[src/rtl/alu_pipe_if.sv]
// Operand/result handshake bundle for alu_pipe.
// The source/sink side drives the master modport; the ALU itself uses slave.
interface alu_pipe_if #(
    parameter int WIDTH = 8
);
    logic             in_valid;
    logic             in_ready;
    logic [WIDTH-1:0] a;
    logic [WIDTH-1:0] b;
    logic [3:0]       op;
    logic             out_valid;
    logic             out_ready;
    logic [WIDTH-1:0] y;
    logic [3:0]       flags;
    logic             err;

    modport master (
        output in_valid, a, b, op, out_ready,
        input  in_ready, out_valid, y, flags, err
    );

    modport slave (
        input  in_valid, a, b, op, out_ready,
        output in_ready, out_valid, y, flags, err
    );
endinterface

[src/rtl/alu_pipe.sv]
// Handshaked WIDTH-bit ALU with registered result and flags {overflow, negative, carry, zero}.
// Also provides an iterative shift-add multiplier and an internal accumulator.
module alu_pipe #(
    parameter int WIDTH = 8
) (
    input  logic        clk,
    input  logic        rst_n,
    alu_pipe_if.slave   bus
);
    localparam int CW = $clog2(WIDTH) + 1;

    typedef enum logic [1:0] {
        IDLE = 2'd0,
        BUSY = 2'd1,
        DONE = 2'd2
    } state_t;

    state_t               state_r;
    logic [WIDTH-1:0]     acc_r;
    logic [WIDTH-1:0]     y_r;
    logic [3:0]           flags_r;
    logic                 err_r;
    logic                 out_valid_r;
    logic [2*WIDTH-1:0]   mcand_r;
    logic [WIDTH-1:0]     mplier_r;
    logic [2*WIDTH-1:0]   prod_r;
    logic [CW-1:0]        cnt_r;
    logic                 mul_hi_r;

    logic                 accept_s;
    logic                 is_mul_s;
    logic [WIDTH:0]       add_s;
    logic [WIDTH:0]       sub_s;
    logic [WIDTH:0]       acc_add_s;
    logic [WIDTH:0]       acc_sub_s;
    logic [WIDTH-1:0]     res_y_s;
    logic                 res_c_s;
    logic                 res_v_s;
    logic                 res_err_s;
    logic [WIDTH-1:0]     acc_nxt_s;
    logic [2*WIDTH-1:0]   prod_nxt_s;
    logic [WIDTH-1:0]     mul_y_s;
    logic                 mul_c_s;

    function automatic logic add_ovf(input logic [WIDTH-1:0] x, input logic [WIDTH-1:0] z,
                                     input logic [WIDTH-1:0] s);
        return (x[WIDTH-1] == z[WIDTH-1]) && (s[WIDTH-1] != x[WIDTH-1]);
    endfunction

    function automatic logic sub_ovf(input logic [WIDTH-1:0] x, input logic [WIDTH-1:0] z,
                                     input logic [WIDTH-1:0] d);
        return (x[WIDTH-1] != z[WIDTH-1]) && (d[WIDTH-1] != x[WIDTH-1]);
    endfunction

    // Illegal ops report all-zero flags even though y is zero.
    function automatic logic [3:0] pack_flags(input logic [WIDTH-1:0] yv, input logic c,
                                              input logic v, input logic e);
        if (e) begin
            return 4'b0000;
        end else begin
            return {v, yv[WIDTH-1], c, (yv == {WIDTH{1'b0}})};
        end
    endfunction

    assign bus.in_ready  = (state_r == IDLE) || ((state_r == DONE) && bus.out_ready);
    assign bus.out_valid = out_valid_r;
    assign bus.y         = y_r;
    assign bus.flags     = flags_r;
    assign bus.err       = err_r;

    assign accept_s  = bus.in_valid && bus.in_ready;
    assign is_mul_s  = (bus.op[3:1] == 3'b100);
    assign add_s     = {1'b0, bus.a} + {1'b0, bus.b};
    assign sub_s     = {1'b0, bus.a} - {1'b0, bus.b};
    assign acc_add_s = {1'b0, acc_r} + {1'b0, bus.a};
    assign acc_sub_s = {1'b0, acc_r} - {1'b0, bus.a};

    // Single-cycle result of every non-multiply op, plus the accumulator's next value.
    always_comb begin
        res_y_s   = {WIDTH{1'b0}};
        res_c_s   = 1'b0;
        res_v_s   = 1'b0;
        res_err_s = 1'b0;
        acc_nxt_s = acc_r;
        case (bus.op)
            4'b0000: res_y_s = bus.b;
            4'b0001: begin
                res_y_s = {bus.a[WIDTH-2:0], 1'b0};
                res_c_s = bus.a[WIDTH-1];
            end
            4'b0010: res_y_s = bus.a | bus.b;
            4'b0011: begin
                res_y_s = sub_s[WIDTH-1:0];
                res_c_s = sub_s[WIDTH];
                res_v_s = sub_ovf(bus.a, bus.b, sub_s[WIDTH-1:0]);
            end
            4'b0100: res_y_s = bus.a ^ bus.b;
            4'b0101: res_y_s = {{(WIDTH-1){1'b0}}, (bus.a > bus.b)};
            4'b0110: res_y_s = bus.a & bus.b;
            4'b0111: begin
                res_y_s = add_s[WIDTH-1:0];
                res_c_s = add_s[WIDTH];
                res_v_s = add_ovf(bus.a, bus.b, add_s[WIDTH-1:0]);
            end
            4'b1000, 4'b1001: res_y_s = {WIDTH{1'b0}};
            4'b1010: begin
                res_y_s   = bus.a;
                acc_nxt_s = bus.a;
            end
            4'b1011: begin
                res_y_s   = acc_add_s[WIDTH-1:0];
                res_c_s   = acc_add_s[WIDTH];
                res_v_s   = add_ovf(acc_r, bus.a, acc_add_s[WIDTH-1:0]);
                acc_nxt_s = acc_add_s[WIDTH-1:0];
            end
            4'b1100: begin
                res_y_s   = acc_sub_s[WIDTH-1:0];
                res_c_s   = acc_sub_s[WIDTH];
                res_v_s   = sub_ovf(acc_r, bus.a, acc_sub_s[WIDTH-1:0]);
                acc_nxt_s = acc_sub_s[WIDTH-1:0];
            end
            default: res_err_s = 1'b1;
        endcase
    end

    // Multiplier step: the final step's partial product is the finished product.
    always_comb begin
        prod_nxt_s = prod_r + (mplier_r[0] ? mcand_r : {(2*WIDTH){1'b0}});
        if (mul_hi_r) begin
            mul_y_s = prod_nxt_s[2*WIDTH-1:WIDTH];
            mul_c_s = 1'b0;
        end else begin
            mul_y_s = prod_nxt_s[WIDTH-1:0];
            mul_c_s = (prod_nxt_s[2*WIDTH-1:WIDTH] != {WIDTH{1'b0}});
        end
    end

    // Control FSM with registered result, accumulator and multiplier datapath.
    always_ff @(posedge clk or negedge rst_n) begin
        if (!rst_n) begin
            state_r     <= IDLE;
            acc_r       <= {WIDTH{1'b0}};
            y_r         <= {WIDTH{1'b0}};
            flags_r     <= 4'b0000;
            err_r       <= 1'b0;
            out_valid_r <= 1'b0;
            mcand_r     <= {(2*WIDTH){1'b0}};
            mplier_r    <= {WIDTH{1'b0}};
            prod_r      <= {(2*WIDTH){1'b0}};
            cnt_r       <= {CW{1'b0}};
            mul_hi_r    <= 1'b0;
        end else if (accept_s) begin
            if (is_mul_s) begin
                mcand_r     <= {{WIDTH{1'b0}}, bus.a};
                mplier_r    <= bus.b;
                prod_r      <= {(2*WIDTH){1'b0}};
                cnt_r       <= {CW{1'b0}};
                mul_hi_r    <= bus.op[0];
                out_valid_r <= 1'b0;
                state_r     <= BUSY;
            end else begin
                y_r         <= res_y_s;
                flags_r     <= pack_flags(res_y_s, res_c_s, res_v_s, res_err_s);
                err_r       <= res_err_s;
                acc_r       <= acc_nxt_s;
                out_valid_r <= 1'b1;
                state_r     <= DONE;
            end
        end else begin
            case (state_r)
                IDLE: state_r <= IDLE;
                BUSY: begin
                    prod_r   <= prod_nxt_s;
                    mcand_r  <= mcand_r << 1;
                    mplier_r <= mplier_r >> 1;
                    cnt_r    <= cnt_r + CW'(1);
                    if (cnt_r == CW'(WIDTH - 1)) begin
                        y_r         <= mul_y_s;
                        flags_r     <= pack_flags(mul_y_s, mul_c_s, 1'b0, 1'b0);
                        err_r       <= 1'b0;
                        out_valid_r <= 1'b1;
                        state_r     <= DONE;
                    end
                end
                DONE: begin
                    if (bus.out_ready) begin
                        out_valid_r <= 1'b0;
                        state_r     <= IDLE;
                    end
                end
                default: begin
                    out_valid_r <= 1'b0;
                    state_r     <= IDLE;
                end
            endcase
        end
    end
endmodule

[src/flat_wrapper.sv]
// flat-port wrapper written by rule: the top's interface ports become plain ports
module alu_pipe_flat 
#(
    parameter int WIDTH = 8
)
  (clk, rst_n, bus_in_valid, bus_a, bus_b, bus_op, bus_out_ready, bus_in_ready, bus_out_valid, bus_y, bus_flags, bus_err);
  alu_pipe_if #(.WIDTH(WIDTH)) bus_i ();
  input  logic clk;
  input  logic rst_n;
  input wire logic [$bits(bus_i.in_valid)-1:0] bus_in_valid;
  input wire logic [$bits(bus_i.a)-1:0] bus_a;
  input wire logic [$bits(bus_i.b)-1:0] bus_b;
  input wire logic [$bits(bus_i.op)-1:0] bus_op;
  input wire logic [$bits(bus_i.out_ready)-1:0] bus_out_ready;
  output wire logic [$bits(bus_i.in_ready)-1:0] bus_in_ready;
  output wire logic [$bits(bus_i.out_valid)-1:0] bus_out_valid;
  output wire logic [$bits(bus_i.y)-1:0] bus_y;
  output wire logic [$bits(bus_i.flags)-1:0] bus_flags;
  output wire logic [$bits(bus_i.err)-1:0] bus_err;
  assign bus_i.in_valid = bus_in_valid;
  assign bus_i.a = bus_a;
  assign bus_i.b = bus_b;
  assign bus_i.op = bus_op;
  assign bus_i.out_ready = bus_out_ready;
  assign bus_in_ready = bus_i.in_ready;
  assign bus_out_valid = bus_i.out_valid;
  assign bus_y = bus_i.y;
  assign bus_flags = bus_i.flags;
  assign bus_err = bus_i.err;
  alu_pipe #(.WIDTH(WIDTH)) u_core (.clk(clk), .rst_n(rst_n), .bus(bus_i));
endmodule
[config.mk]
export PLATFORM = sky130hd
export DESIGN_NAME = alu_pipe_flat
export DESIGN_NICKNAME = d
export VERILOG_FILES = /design/src/rtl/alu_pipe_if.sv /design/src/rtl/alu_pipe.sv /design/src/flat_wrapper.sv
export SDC_FILE = /design/constraint.sdc
export NUM_CORES = 1
export LEC_CHECK = 0
export BUFFER_PORTS_ARGS = -buffer_cell sky130_fd_sc_hd__buf_2
export CORE_AREA = 10 10 151 153
export DETAILED_ROUTE_END_ITERATION = 7
export DIE_AREA = 0 0 161 163
export RECOVER_POWER = 25
export SETUP_SLACK_MARGIN = 0.5
export SYNTH_ARGS = -nofsm -noshare
export SYNTH_HDL_FRONTEND = slang
export SYNTH_SLANG_ARGS = --single-unit
[constraint.sdc]
create_clock -name clk -period 3.4 [get_ports clk]
set_input_delay 0.34 -clock clk [delete_from_list [all_inputs] [get_ports clk]]
set_output_delay 0.34 -clock clk [all_outputs]
set_load 0.01 [all_outputs]
Word level (Yosys, flattened, before mapping)
Cells that the tools add are included.
- register bits: 69
- input port bits: 24
- output and inout bits: 15
- word-level logic and storage cells: 116
- add/subtract/negate cells: 6
- order comparisons: 1
- equal/unequal tests: 29
- multiplexer cells: 43
- bitwise operators: 4
- reductions and logical operators: 22
- operator list (cell ; number):
    $mux W16 ; 7
    $pmux W8 S11 ; 1
    $mux W8 ; 8
    $mux W4 ; 8
    $pmux W8 S3 ; 1
    $eq A4 B3 Y1 const B ; 5
    $eq A4 B4 Y1 const B ; 5
    $add A8 B8 Y9 ; 2
    $sub A8 B8 Y9 ; 2
    $add A16 B16 Y16 ; 1
    $logic_not A8 Y1 ; 2
    $reduce_or A13 Y1 ; 1
    $mux W1 ; 10
    $reduce_and A3 Y1 ; 3
    $and A8 B8 Y8 ; 1
    $eq A4 B2 Y1 const B ; 2
    $gt A8 B8 Y1 ; 1
    $mux W2 ; 4
    $or A8 B8 Y8 ; 1
    $reduce_bool A8 Y1 ; 1
    $xor A8 B8 Y8 ; 1
    $logic_and A1 B1 Y1 ; 6
    $ne A1 B1 Y1 ; 6
    $reduce_and A2 Y1 ; 3
    other kinds (20) ; 23

Depth between registers and ports, before layout
Gate-level depths: netlist of the first run.
- word-level depth: 7
- depth in mapped cells: 12
- depth with buffers taken out: 12

Worst setup path before layout of the first run
Ideal clock, no wire load.
- kind: reg-to-reg
- start point: register u_core.mplier_r[0]
- end point: register u_core.flags_r[1], in the netlist u_core.bus.flags[1]
- setup time: 124 ps
- arrival time: 2707 ps
- required time: 3276 ps
- path slack: 569 ps
- cell stages (with the launch flop): 13
- path buffers: 0
- clock period less this slack: 2831 ps
- cells stage by stage: dfrtp_1 and2_1 ha_1 fa_1 a211oi_2 o21ai_1 a31oi_1 xor2_1 and3_1 nand3_1 nor4_2 nor4_1 a211o_1
- longest elaborated chain between the ends: 7
- ends and longest elaborated chain (item ; RTL line ; text):
    start, declared ; alu_pipe.sv:25 ; logic [WIDTH-1:0] mplier_r;
    start signal, assigned ; alu_pipe.sv:148 ; mplier_r <= {WIDTH{1'b0}};
    start signal, assigned ; alu_pipe.sv:155 ; mplier_r <= bus.b;
    start signal, assigned ; alu_pipe.sv:175 ; mplier_r <= mplier_r >> 1;
    $mux W16 ; alu_pipe.sv:128 ; prod_nxt_s = prod_r + (mplier_r[0] ? mcand_r : {(2*WIDTH){1'b0}});
    $add A16 B16 Y16 ; alu_pipe.sv:128 ;
    $reduce_bool A8 Y1 ; alu_pipe.sv:134 ; mul_c_s = (prod_nxt_s[2*WIDTH-1:WIDTH] != {WIDTH{1'b0}});
    $mux W1 ; alu_pipe.sv:129 ; if (mul_hi_r) begin
    $mux W4 ; alu_pipe.sv:177 ; if (cnt_r == CW'(WIDTH - 1)) begin
    $mux W4 ; alu_pipe.sv:170 ; case (state_r)
    $mux W4 ; alu_pipe.sv:152 ; end else if (accept_s) begin
    end signal, assigned ; alu_pipe.sv:163 ; flags_r <= pack_flags(res_y_s, res_c_s, res_v_s, res_err_s);
    end signal, assigned ; alu_pipe.sv:179 ; flags_r <= pack_flags(mul_y_s, mul_c_s, 1'b0, 1'b0);
    end, declared ; alu_pipe.sv:21 ; logic [3:0] flags_r;
No other way between the ends. The select of a mux whose other input is x is not followed.
A chain may end at the register's enable or synchronous reset.

Worst setup path in the final report of the first run
Ends and elaborated chain as after synthesis.

==> metrics.log, run 1 <==
[metrics] final max-slew violation count: 70
[metrics] sinks on the clock net: 69
[metrics] average vias per placed instance: 5.417
[metrics] CTS Buffer Depth: 2
[metrics] Area Growth Syn to Fin: 15.96%
[metrics] actual transition at the worst max-transition pin: 1.841 ns
[metrics] final standard cell utilization of the core: 35.02%
[metrics] clock tree from TritonCTS: yes
[metrics] maximum fanout encountered on the critical timing path: 6
[metrics] worst ir drop on vdd: 0.2848 mV
[metrics] run status: complete, but fails checks
[metrics] routed vias: 5569
[metrics] max incr delay on CP: 0.44 ns
[metrics] sum of negative setup slack: 0 ns
[metrics] Critical Path RT: 3.64 ns
[metrics] count of distinct cell types in the synthesized netlist: 75
[metrics] classification of the worst-slack hold path: in -> reg
[metrics] Max Clock Skew: 0.01091 ns
[metrics] Yosys warning count: 0
[metrics] pre-CTS WS: 0.3822 ns
[metrics] area inside the core boundary: 19910 um2
[metrics] number of instances in the synthesized netlist: 717
[metrics] violated checks: capacitance limit, slew limit
[metrics] wire length per cell after detailed routing: 18.28 um
[metrics] Final Net Count: 838
[metrics] initial core utilization: 30.20%
[metrics] Port Buffer Count: 38
[metrics] flip-flop cell with the highest count after synthesis: dfrtp_1
[metrics] layout cell share with drive strength beyond 1: 15.57%
[metrics] clock-pin slew on the worst setup and hold paths: 0.06 ns
[metrics] register bit count reported by yosys: 69
[metrics] Pre-antenna DRT Iters: 5
[metrics] least setup slack across all paths after layout: 0.5570 ns
[metrics] n_diodes: 0
[metrics] remaining design rule violation count: 0
[metrics] global placer's final weighted congestion: 0.9326
[metrics] via count of the first global-routing pass: 5376
[metrics] share of power burned in combinational logic: 47.4%
[metrics] I/O Pins: 39
[metrics] launching point of the worst reg2reg path: u_core.mplier_r[0]$_DFFE_PN0P_
[metrics] arrival time reported for the critical path endpoint: 3.08 ns
[metrics] largest net degree at the start of global routing: 70
[metrics] share of the cycle needed by the critical path after routing: 83.62%
[metrics] Clk network pwr share: 22.4%
[metrics] synthesized area per cell: 8.385 um2
[metrics] First DRT Iteration DRCs: 434
[metrics] number of antenna-violating nets in the routed design: 0
[metrics] power per cell area: 637.1 nW/um2
[metrics] number of flops mapped to enable cells by yosys: 0
[metrics] area fraction of the dominant cell type after synthesis: 28.72%
[metrics] standard-cell rows: 52
[metrics] setup repair after global routing missed its margin: yes
[metrics] most area-hungry cell type in the Yosys netlist: dfrtp_1
[metrics] maximum operating frequency: 351.7 MHz
[metrics] clock buffer count from CTS: 9
[metrics] top cells by count, synth: 83 x nand2_1, 69 x dfrtp_1, 56 x ha_1
[metrics] worst slew slack as a fraction of its limit: -22.72%
[metrics] number of max-cap violations: 1
[metrics] internal cell power: 2.591 mW
[metrics] cell area after technology mapping: 6012 um2
[metrics] timing startpoint of the critical path: u_core.mplier_r[0]$_DFFE_PN0P_
[metrics] net switching fraction of the power: 41.67%
[metrics] die width: 161 um
[metrics] setup-violating endpoint count in the final report: 0
[metrics] wirelength, routed: 18800 um
[metrics] share of total power in sequential cells: 30.2%
[metrics] kind of capture point of the worst setup path: register
[metrics] total half-perimeter wirelength after legalization and detailed placement: 13990 um
[metrics] element type at the critical path start: register
[metrics] sequential element share of the synthesized area: 28.72%
[metrics] Max H-tree Level: 3
[metrics] fill cell count: 2116
[metrics] GRT Residual Overflow: 0
[metrics] start point of the worst min-delay path: bus_b[7]
[metrics] library cell used as clock root buffer: clkbuf_16
[metrics] power dissipated by switching net loads: 1.851 mW
[metrics] minimum period implied by the final worst setup slack: 2.843 ns
[metrics] number of antenna violations at the first check in global routing: 0
[metrics] Die Outline Area: 26240 um2
[metrics] insertion delay of the later-clocked pin in the worst-skew pair: 0.35 ns
[metrics] standby leakage power: 3.165 nW
[metrics] GR Util All Layers: 14.27%
[metrics] cells along the critical path: and2_1 > ha_1 > a211oi_2 > o211ai_2 > a211oi_2 > o21bai_1 > a21oi_2 > xnor2_2 > nor4_2 > nor4_1 > a211o_1
[metrics] most frequent CP cell: a211oi_2
[metrics] synthesized netlist net count: 802
[metrics] Critical Path Slowest Stage Cell: dfrtp_2
[metrics] number of hold violations in the final report: 0
[metrics] wire length of the first global-routing pass: 30130 um
[metrics] height of the die: 163 um
[metrics] most instantiated library cell after synthesis: nand2_1
[metrics] Async SR Flop Fraction: 100.0%
[metrics] crit path kind: reg -> reg
[metrics] CTS Hold Bufs: 0
[metrics] leading cell types by total area after synthesis: dfrtp_1 29%, ha_1 12%, nand2_1 5.2%
==> sequential cells by signal, summed over array words and instances (netlist names) <==
name,count
u_core.cnt_r,4
u_core.bus.out_valid,1
u_core.prod_r,16
u_core.mplier_r,8
u_core.acc_r,8
u_core.mcand_r,16
u_core.mul_hi_r,1
u_core.bus.err,1
u_core.bus.flags,4
u_core.bus.y,8
u_core.state_r,2
==> cell usage in the layout (no fill, tap or decap), types with 22 or more instances in the layout <==
master / instances
a21oi_1: 49
buf_4: 23
nor2_1: 52
inv_1: 36
nand2_1: 83
and2_1: 22
o21ai_0: 44
buf_2: 37
dfrtp_1: 68
mux2i_1: 23
ha_1: 53
==> worst paths after layout <==
kind	to	slack, ns	cells after the start
min in group asynchronous	u_core.bus.out_valid$_DFFE_PN0P_	0.48	1
hold / removal	u_core.mplier_r[7]$_DFFE_PN0P_	0.29	3
setup reg to reg	u_core.bus.flags[1]$_DFFE_PN0P_	0.56	11
max in group asynchronous	u_core.mplier_r[0]$_DFFE_PN0P_	1.72	1
setup / recovery	u_core.bus.flags[1]$_DFFE_PN0P_	0.56	11
hold reg to reg	u_core.bus.flags[3]$_DFFE_PN0P_	0.47	2
==> power groups by stage <==
stage                     clock (mW)  sequential, mW  combinational (mW)
after floorplan                    0            1.31                1.37
after global placement             0            1.35                1.93
after detailed placement           0            1.35                1.95
after CTS                       1.01            1.34                1.98
after global routing            1.05            1.39                2.34
final                          0.993            1.34                2.10
==> logic make-up after synthesis <==
| kind of cell | count (synthesis) | share of synthesized area (%) |
|---|---|---|
| buf+inv | 77 | 5.120 |
| compound gates | 244 | 27.74 |
| mux | 26 | 4.391 |
| simple gates | 217 | 17.36 |
| xor+xnor | 23 | 3.351 |
| fa+ha+maj | 61 | 13.32 |
| flops | 69 | 28.72 |
==> repair_timing <==
item / CTS / global route
resized for setup: 4 / 18
hold endpoints to repair: 0 / 0
setup buffers: 1 / 7
cloned: 0 / 0
setup endpoints to repair: 2 / 10
pin swaps: 3 / 13
==> critical path, delay by kind of cell (launching register included) <==
| kind | cells | cell delay [ns] |
|---|---|---|
| xor+xnor | 1 | 0.11 |
| simple gates | 3 | 0.49 |
| compound gates | 6 | 1.36 |
| fa+ha+maj | 1 | 0.33 |
| flops | 1 | 0.44 |
==> layout make-up <==
cell class	instances	area, um2	area share (%)
Multi-Input combinational cell	571	4080	58.52
Sequential cell	69	1728	24.78
Tap cell	270	337.8	4.846
Clock inverter	5	58.81	0.8435
Inverter	40	150.1	2.154
Clock buffer	11	242.7	3.482
Timing Repair Buffer	62	374.1	5.366
==> through the flow <==
step	hold WS, ns	power, mW	instance area (um2)	cells
after floorplan	0.04441	2.684	6012	717
after global placement	0.4604	3.277	6513	1004
after detailed placement	0.4618	3.302	6513	1004
after CTS	0.1950	4.331	6838	1021
after global routing	0.2911	4.779	6972	1028
final	0.2894	4.441	6972	1028
==> routing by layer <==
layer,routed length (um),global-route usage (%),vias to the layer above
li1,-,-,2696
met1,9112,20.01,2687
met2,8443,21.73,167
met3,913,2.781,19
met4,327,4.053,0
met5,0,0,-
Power figures use the tool's default switching activity.
==> inputs of run 2 (changes only) <==
clock period = 2.8 ns   (was 3.4 ns; I/O delays follow)
==> metrics.log, run 2 (same netlist as run 1, synthesis figures left out) <==
[metrics] worst ir drop on vdd: 0.2996 mV (was 0.2848 mV)
[metrics] leading cell type in the layout, fill and taps excluded: buf_4 (was nand2_1)
[metrics] share of total power in sequential cells: 24.9% (was 30.2%)
[metrics] largest net degree at the start of global routing: 70 (unchanged)
[metrics] number of antenna violations at the first check in global routing: 1 (was 0)
[metrics] final max-slew violation count: 70 (unchanged)
[metrics] worst reg2reg path depth: 14 (was 11)
[metrics] run status: complete, but fails checks (unchanged)
[metrics] final std cell area, no fill: 8463 um2 (was 6972 um2)
[metrics] crit path kind: reg -> reg (unchanged)
[metrics] GRT Residual Overflow: 0 (unchanged)
[metrics] number of hold violations in the final report: 0 (unchanged)
[metrics] most frequent cells in the layout: 94 x buf_4, 78 x nand2_1, 68 x dfrtp_1 (was 83 x nand2_1, 68 x dfrtp_1, 53 x ha_1)
[metrics] layout cell share with drive strength beyond 1: 35.15% (was 15.57%)
[metrics] max incr delay on CP: 0.44 ns (about the same)
[metrics] power per cell area: 806.0 nW/um2 (was 637.1 nW/um2)
[metrics] routed vias: 6036 (was 5569)
[metrics] maximum fanout encountered on the critical timing path: 5 (was 6)
[metrics] setup repair after global routing missed its margin: yes (unchanged)
[metrics] kind of capture point of the worst setup path: register (unchanged)
[metrics] Area Growth Syn to Fin: 40.77% (was 15.96%)
[metrics] GR Util All Layers: 15.18% (was 14.27%)
[metrics] First DRT Iteration DRCs: 450 (was 434)
[metrics] number of antenna-violating nets in the routed design: 0 (unchanged)
[metrics] Critical Path RT: 3.04 ns (was 3.64 ns)
[metrics] Post-Place Cells: 1064 (was 1004)
[metrics] sum of negative setup slack: -0.9072 ns (was 0 ns)
[metrics] violated checks: capacitance limit, slew limit, setup timing (was capacitance limit, slew limit)
[metrics] initial core utilization: 30.20% (unchanged)
[metrics] met2 capacity usage during global routing: 24.45% (was 21.73%)
[metrics] setup-violating endpoint count in the final report: 6 (was 0)
[metrics] worst slew slack as a fraction of its limit: -23.31% (was -22.72%)
[metrics] Max Clock Skew: 0.01164 ns (was 0.01091 ns)
[metrics] Die Outline Area: 26240 um2 (unchanged)
[metrics] I/O Pins: 39 (unchanged)
[metrics] library cell used as clock root buffer: clkbuf_16 (unchanged)
[metrics] Clk network pwr share: 19.2% (was 22.4%)
[metrics] arrival time reported for the critical path endpoint: 3.21 ns (was 3.08 ns)
[metrics] final standard cell utilization of the core: 42.51% (was 35.02%)
[metrics] standard-cell rows: 52 (unchanged)
[metrics] clock-pin slew on the worst setup and hold paths: 0.06 ns (about the same)
[metrics] actual transition at the worst max-transition pin: 1.850 ns (was 1.841 ns)
[metrics] power dissipated by switching net loads: 2.786 mW (was 1.851 mW)
[metrics] total half-perimeter wirelength after legalization and detailed placement: 14740 um (was 13990 um)
[metrics] Pre-antenna DRT Iters: 5 (unchanged)
[metrics] start point of the worst min-delay path: bus_b[2] (was bus_b[7])
[metrics] worst setup slack for register-to-register paths: -0.17 ns (was 0.56 ns)
[metrics] most crowded layer after global routing: met2 (unchanged)
[metrics] Largest delay share family, worst path: compound AO/OA/AOI/OAI gates (unchanged)
[metrics] die width: 161 um (unchanged)
[metrics] clock buffer count from CTS: 9 (unchanged)
[metrics] standby leakage power: 3.738 nW (was 3.165 nW)
[metrics] area inside the core boundary: 19910 um2 (unchanged)
[metrics] Hold Path End: u_core.mplier_r[2]$_DFFE_PN0P_ (was u_core.mplier_r[7]$_DFFE_PN0P_)
[metrics] Final Net Count: 923 (was 838)
[metrics] cell area reported after detailed placement: 6984 um2 (was 6513 um2)
[metrics] wirelength, routed: 20870 um (was 18800 um)
[metrics] height of the die: 163 um (unchanged)
[metrics] via count of the first global-routing pass: 5995 (was 5376)
[metrics] wire length per cell after detailed routing: 18.75 um (was 18.28 um)
[metrics] Port Buffer Count: 38 (unchanged)
[metrics] Top Registers: u_core.mcand_r (16), u_core.prod_r (16) (unchanged)
[metrics] most frequent CP cell: a211oi_4 (was a211oi_2)
[metrics] GR Util met1: 19.33% (was 20.01%)
[metrics] global placer's final weighted congestion: 0.9894 (was 0.9326)
[metrics] cell depth of the worst min-delay path: 3 (unchanged)
[metrics] pre-CTS WS: -0.2231 ns (was 0.3822 ns)
[metrics] sinks on the clock net: 69 (unchanged)
[metrics] element type at the critical path start: register (unchanged)
[metrics] met3 Track Usage GR: 3.514% (was 2.781%)
[metrics] launching point of the worst reg2reg path: u_core.mplier_r[0]$_DFFE_PN0P_ (unchanged)
[metrics] FF-to-FF End: u_core.bus.flags[1]$_DFFE_PN0P_ (unchanged)
[metrics] insertion delay of the later-clocked pin in the worst-skew pair: 0.35 ns (about the same)
[metrics] total power: 6.821 mW (was 4.441 mW)
[metrics] cells along the critical path: buf_6 > buf_12 > and2_4 > ha_4 > a211oi_4 > o211ai_4 > a211oi_4 > buf_4 > o21bai_4 > a21oi_2 > xnor2_2 > nor4_4 > nor4_2 > a211o_1 (was and2_1 > ha_1 > a211oi_2 > o211ai_2 > a211oi_2 > o21bai_1 > a21oi_2 > xnor2_2 > nor4_2 > nor4_1 > a211o_1)
[metrics] share of the cycle needed by the critical path after routing: 106.2% (was 83.62%)
[metrics] number of max-cap violations: 1 (unchanged)
[metrics] wire length of the first global-routing pass: 32280 um (was 30130 um)
[metrics] Critical Path Slowest Stage Cell: dfrtp_2 (unchanged)
[metrics] clock tree from TritonCTS: yes (unchanged)
[metrics] Max H-tree Level: 3 (unchanged)
[metrics] maximum operating frequency: 336.4 MHz (was 351.7 MHz)
[metrics] Non-Filler Instances: 1113 (was 1028)
[metrics] minimum period implied by the final worst setup slack: 2.973 ns (was 2.843 ns)
[metrics] CTS Buffer Depth: 2 (unchanged)
[metrics] remaining design rule violation count: 0 (unchanged)
[metrics] share of power burned in combinational logic: 55.9% (was 47.4%)
[metrics] least setup slack across all paths after layout: -0.1730 ns (was 0.5570 ns)
[metrics] average vias per placed instance: 5.423 (was 5.417)
[metrics] buffers plus inverters on the worst setup path: 3 (was 0)
[metrics] classification of the worst-slack hold path: in -> reg (unchanged)
[metrics] net switching fraction of the power: 40.84% (was 41.67%)
[metrics] internal cell power: 4.035 mW (was 2.591 mW)
[metrics] tightest hold margin: 0.2904 ns (was 0.2894 ns)
-- run 2: changes by cell type in the layout (fill, tap and decap cells not counted), moves of 11 or more --
| cell | change |
|---|---|
| buf_4 | +71 |
| ha_1 | -19 |
| ha_4 | +17 |
| buf_6 | +13 |
| a21oi_1 | -11 |
-- run 2: power by group through the flow --
| stage | sequential [mW] | combinational, mW | clock, mW |
|---|---|---|---|
| 2_1_floorplan | 1.60 | 1.67 | 0 |
| 3_3_place_gp | 1.64 | 2.55 | 0 |
| 3_5_place_dp | 1.65 | 2.58 | 0 |
| 4_1_cts | 1.67 | 3.26 | 1.33 |
| 5_1_grt | 1.74 | 4.11 | 1.36 |
| 6_report | 1.70 | 3.81 | 1.31 |
-- run 2: worst max-delay path by stage --
stage,from,endpoint,slack (ns),cells after the start
finish,u_core.mplier_r[0]$_DFFE_PN0P_,u_core.bus.flags[1]$_DFFE_PN0P_,-0.17,14
global route,u_core.mplier_r[0]$_DFFE_PN0P_,u_core.bus.y[6]$_DFFE_PN0P_,-0.24,14
CTS,u_core.mplier_r[0]$_DFFE_PN0P_,u_core.bus.flags[1]$_DFFE_PN0P_,-0.16,12
detailed placement,u_core.mplier_r[0]$_DFFE_PN0P_,u_core.bus.flags[1]$_DFFE_PN0P_,-0.22,12
global placement,u_core.mplier_r[0]$_DFFE_PN0P_,u_core.bus.flags[1]$_DFFE_PN0P_,-0.18,12
floorplan,u_core.mplier_r[0]$_DFFE_PN0P_,u_core.bus.flags[1]$_DFFE_PN0P_,0.12,12
-- run 2: worst reg2reg max path: stages, from the launching register on --
cell	delay, ns
dfrtp_2	0.44
buf_6	0.13
buf_12	0.11
and2_4	0.14
ha_4	0.19
a211oi_4	0.29
o211ai_4	0.14
a211oi_4	0.30
buf_4	0.17
o21bai_4	0.06
a21oi_2	0.17
xnor2_2	0.12
nor4_4	0.27
nor4_2	0.07
a211o_1	0.24
-- run 2: final cells by class --
cell class	count	area [um2]
Antenna cell	1	2.502
Inverter	40	152.6
Clock buffer	12	256.5
Clock inverter	3	68.82
Multi-Input combinational cell	571	4828
Tap cell	270	337.8
Sequential cell	69	1728
Timing Repair Buffer	147	1089
Fill cell	1986	11450
-- run 2: layer usage --
metal | vias to the layer above | wire (um)
li1 | 2861 | -
met1 | 2935 | 9172
met2 | 206 | 9934
met3 | 34 | 1261
met4 | 0 | 504
met5 | - | 0
-- run 2: what timing repair did --
item                                    4_1_cts  5_1_grt
resized for setup                            95       73
setup buffers                                21       12
pin swaps                                    45       59
hold endpoints to repair                      0        0
endpoints found under the setup margin       21       26
hold buffers                                  0        0
==> inputs of run 3 (changes only) <==
ABC_AREA = 1   (was default)
CORE_AREA = 10 10 157 159   (was 10 10 151 153)
DIE_AREA = 0 0 167 169   (was 0 0 161 163)
RECOVER_POWER = default   (was 25)
==> metrics.log, run 3 <==
[metrics] Port Buffer Count: 38 (unchanged)
[metrics] Yosys warning count: 0 (unchanged)
[metrics] routed vias: 7002 (was 6036)
[metrics] number of antenna violations at the first check in global routing: 0 (was 1)
[metrics] met2 wire len: 10520 um (was 9934 um)
[metrics] wirelength, routed: 22340 um (was 20870 um)
[metrics] library cell used as clock root buffer: clkbuf_16 (unchanged)
[metrics] sequential element share of the synthesized area: 26.43% (was 28.72%)
[metrics] most frequent cells in the layout: 295 x nand2_1, 134 x inv_1, 89 x nand3_1 (was 94 x buf_4, 78 x nand2_1, 68 x dfrtp_1)
[metrics] most frequent CP cell: nand2_1 (was a211oi_4)
[metrics] layout cell share with drive strength beyond 1: 20.89% (was 35.15%)
[metrics] crit path kind: reg -> reg (unchanged)
[metrics] synthesized netlist net count: 1115 (was 802)
[metrics] max incr delay on CP: 0.47 ns (was 0.44 ns)
[metrics] die width: 167 um (was 161 um)
[metrics] initial core utilization: 30.31% (was 30.20%)
[metrics] clock tree from TritonCTS: yes (unchanged)
[metrics] total half-perimeter wirelength after legalization and detailed placement: 17160 um (was 14740 um)
[metrics] CTS Hold Bufs: 0 (unchanged)
[metrics] classification of the worst-slack hold path: in -> async (was in -> reg)
[metrics] remaining design rule violation count: 0 (unchanged)
[metrics] leading cell types by total area after synthesis: dfrtp_1 26%, nand2_1 20%, ha_1 11% (was dfrtp_1 29%, ha_1 12%, nand2_1 5.2%)
[metrics] minimum period implied by the final worst setup slack: 2.313 ns (was 2.973 ns)
[metrics] share of total power in sequential cells: 23.1% (was 24.9%)
[metrics] sinks on the clock net: 69 (unchanged)
[metrics] number of max-cap violations: 0 (was 1)
[metrics] run status: finished, final reports clean (was complete, but fails checks)
[metrics] n_diodes: 0 (was 1)
[metrics] sum of negative setup slack: 0 ns (was -0.9072 ns)
[metrics] Largest delay share family, worst path: simple AND/OR/NAND/NOR gates (was compound AO/OA/AOI/OAI gates)
[metrics] via count of the first global-routing pass: 6713 (was 5995)
[metrics] Max Clock Skew: 0.007460 ns (was 0.01164 ns)
[metrics] Area Growth Syn to Fin: 25.22% (was 40.77%)
[metrics] Clk network pwr share: 16.2% (was 19.2%)
[metrics] count of distinct cell types in the synthesized netlist: 37 (was 75)
[metrics] standby leakage power: 4.213 nW (was 3.738 nW)
[metrics] power dissipated by switching net loads: 3.808 mW (was 2.786 mW)
[metrics] worst reg2reg path depth: 17 (was 14)
[metrics] Top Registers: u_core.mcand_r (16), u_core.prod_r (16) (unchanged)
[metrics] insertion delay of the later-clocked pin in the worst-skew pair: 0.35 ns (about the same)
[metrics] final max-slew violation count: 0 (was 70)
[metrics] largest net degree at the start of global routing: 70 (unchanged)
[metrics] uppermost routed layer: met4 (unchanged)
[metrics] most instantiated library cell after synthesis: nand2_1 (unchanged)
[metrics] GRT Residual Overflow: 0 (unchanged)
[metrics] Final Net Count: 1176 (was 923)
[metrics] wire length of the first global-routing pass: 35460 um (was 32280 um)
[metrics] I/O Pins: 39 (unchanged)
[metrics] Async SR Flop Fraction: 100.0% (unchanged)
[metrics] standard-cell rows: 54 (was 52)
[metrics] global placer's final weighted congestion: 0.9505 (was 0.9894)
[metrics] average vias per placed instance: 5.089 (was 5.423)
[metrics] height of the die: 169 um (was 163 um)
[metrics] register bit count reported by yosys: 69 (unchanged)
[metrics] Max H-tree Level: 3 (unchanged)
[metrics] FF-to-FF End: u_core.bus.flags[0]$_DFFE_PN0P_ (was u_core.bus.flags[1]$_DFFE_PN0P_)
[metrics] leading cell type in the layout, fill and taps excluded: nand2_1 (was buf_4)
[metrics] synthesized area per cell: 6.343 um2 (was 8.385 um2)
[metrics] Critical Path RT: 3.08 ns (was 3.04 ns)
[metrics] launching point of the worst reg2reg path: u_core.mplier_r[0]$_DFFE_PN0P_ (unchanged)
[metrics] clock-pin slew on the worst setup and hold paths: 0.06 ns (about the same)
[metrics] flip-flop cell with the highest count after synthesis: dfrtp_1 (unchanged)
[metrics] Critical Path Slowest Stage Cell: dfrtp_2 (unchanged)
[metrics] setup repair after global routing missed its margin: yes (unchanged)
[metrics] kind of capture point of the worst setup path: register (unchanged)
[metrics] post-route met1 wirelength: 9940 um (was 9172 um)
[metrics] Detail Route met3 WL: 1248 um (was 1261 um)
[metrics] power per cell area: 972.9 nW/um2 (was 806.0 nW/um2)
[metrics] wire length per cell after detailed routing: 16.23 um (was 18.75 um)
[metrics] internal cell power: 4.152 mW (was 4.035 mW)
[metrics] net switching fraction of the power: 47.84% (was 40.84%)
[metrics] Pre-antenna DRT Iters: 6 (was 5)
[metrics] setup-violating endpoint count in the final report: 0 (was 6)
[metrics] area inside the core boundary: 21550 um2 (was 19910 um2)
[metrics] cell area after technology mapping: 6534 um2 (was 6012 um2)
[metrics] share of power burned in combinational logic: 60.6% (was 55.9%)
[metrics] number of hold violations in the final report: 0 (unchanged)
[metrics] GR Util All Layers: 15.27% (was 15.18%)
[metrics] maximum fanout encountered on the critical timing path: 7 (was 5)
[metrics] element type at the critical path start: register (unchanged)
[metrics] maximum operating frequency: 432.4 MHz (was 336.4 MHz)
[metrics] First DRT Iteration DRCs: 518 (was 450)
[metrics] most area-hungry cell type in the Yosys netlist: dfrtp_1 (unchanged)
[metrics] timing startpoint of the critical path: u_core.mplier_r[0]$_DFFE_PN0P_ (unchanged)
[metrics] total power: 7.960 mW (was 6.821 mW)
[metrics] worst setup slack for register-to-register paths: 0.49 ns (was -0.17 ns)
[metrics] area fraction of the dominant cell type after synthesis: 26.43% (was 28.72%)
[metrics] cells along the critical path: clkbuf_16 > nand2_2 > inv_2 > ha_4 > clkinvlp_4 > nor3_4 > and2_4 > nand2_2 > nand2_1 > nand2_2 > nand3_2 > nand2_1 > nor2_1 > nand3_1 > nand2_1 > nand2_1 > nand2_1 (was buf_6 > buf_12 > and2_4 > ha_4 > a211oi_4 > o211ai_4 > a211oi_4 > buf_4 > o21bai_4 > a21oi_2 > xnor2_2 > nor4_4 > nor4_2 > a211o_1)
[metrics] top cells by count, synth: 341 x nand2_1, 151 x inv_1, 103 x nand3_1 (was 83 x nand2_1, 69 x dfrtp_1, 56 x ha_1)
[metrics] final standard cell utilization of the core: 37.96% (was 42.51%)
[metrics] Die Outline Area: 28220 um2 (was 26240 um2)
[metrics] number of flops mapped to enable cells by yosys: 0 (unchanged)
[metrics] number of instances in the synthesized netlist: 1030 (was 717)
[metrics] number of antenna-violating nets in the routed design: 0 (unchanged)
[metrics] critical path depth: 17 (was 14)
[metrics] CTS Buffer Depth: 2 (unchanged)
[metrics] arrival time reported for the critical path endpoint: 2.60 ns (was 3.21 ns)
[metrics] buffers plus inverters on the worst setup path: 3 (unchanged)
[metrics] worst ir drop on vdd: 0.4539 mV (was 0.2996 mV)
[metrics] worst slew slack as a fraction of its limit: 38.93% (was -23.31%)
[metrics] clock buffer count from CTS: 9 (unchanged)
[metrics] share of the cycle needed by the critical path after routing: 82.60% (was 106.2%)
[metrics] actual transition at the worst max-transition pin: 0.9161 ns (was 1.850 ns)
==> run 3: routing by layer <==
layer / GRT usage, % / vias up
li1: - / 3443
met1: 19.99 / 3283
met2: 24.49 / 234
met3: 2.733 / 42
met4: 5.689 / 0
met5: 0 / -
==> run 3: cell families after synthesis <==
kind of cell | share of synthesized area (%)
compound gates | 11.80
xor+xnor | 1.474
fa+ha+maj | 12.26
buf+inv | 10.70
flops | 26.43
simple gates | 37.34
==> run 3: how the worst max path moves through the flow <==
stage,end,slack (ns)
floorplan,u_core.bus.flags[0]$_DFFE_PN0P_,0.52
global placement,u_core.bus.flags[0]$_DFFE_PN0P_,0.16
detailed placement,u_core.bus.flags[0]$_DFFE_PN0P_,0.11
CTS,u_core.bus.flags[0]$_DFFE_PN0P_,0.42
global route,u_core.bus.flags[0]$_DFFE_PN0P_,0.38
finish,u_core.bus.flags[0]$_DFFE_PN0P_,0.49
==> run 3: metrics by stage <==
step	hold slack [ns]	cell area [um2]	cells	setup WS [ns]
4_1_cts	0.1041	7592	1357	0.4174
3_5_place_dp	0.4734	7076	1339	0.1069
3_3_place_gp	0.4683	7076	1339	0.1588
5_1_grt	0.1164	8182	1376	0.3792
6_report	0.04308	8182	1376	0.4872
2_1_floorplan	-0.01559	6534	1030	0.5199
==> run 3: power by group through the flow <==
| stage | Combinational [mW] | Sequential [mW] | Clock [mW] |
|---|---|---|---|
| floorplan | 2.68 | 1.71 | 0 |
| global placement | 3.65 | 1.80 | 0 |
| detailed placement | 3.66 | 1.80 | 0 |
| CTS | 3.95 | 1.79 | 1.31 |
| global route | 5.35 | 1.90 | 1.37 |
| finish | 4.82 | 1.84 | 1.29 |
==> run 3: worst register-to-register path: stages, from the launching register on <==
cell and delay (ns):
dfrtp_2 0.47, clkbuf_16 0.19, nand2_2 0.07, inv_2 0.04
ha_4 0.29, clkinvlp_4 0.14, nor3_4 0.16, and2_4 0.17
nand2_2 0.06, nand2_1 0.09, nand2_2 0.07, nand3_2 0.11
nand2_1 0.07, nor2_1 0.08, nand3_1 0.08, nand2_1 0.07
nand2_1 0.05, nand2_1 0.05
==> run 3: what timing repair did <==
action / CTS / global route
gates resized for setup: 27 / 129
hold endpoints to repair: 0 / 0
cloned: 0 / 1
buffers inserted: 2 / 18
setup endpoints to repair: 31 / 11
pin swaps: 1 / 55
==> run 3: area by class of cell <==
cell class	instances	area, um2
sequential	69	1728
timing repair buffer	76	515.5
fill	2261	13370
clock inverter	7	105.1
multi-input combinational	783	4681
inverter	152	576.8
tap	280	350.3
clock buffer	9	225.2
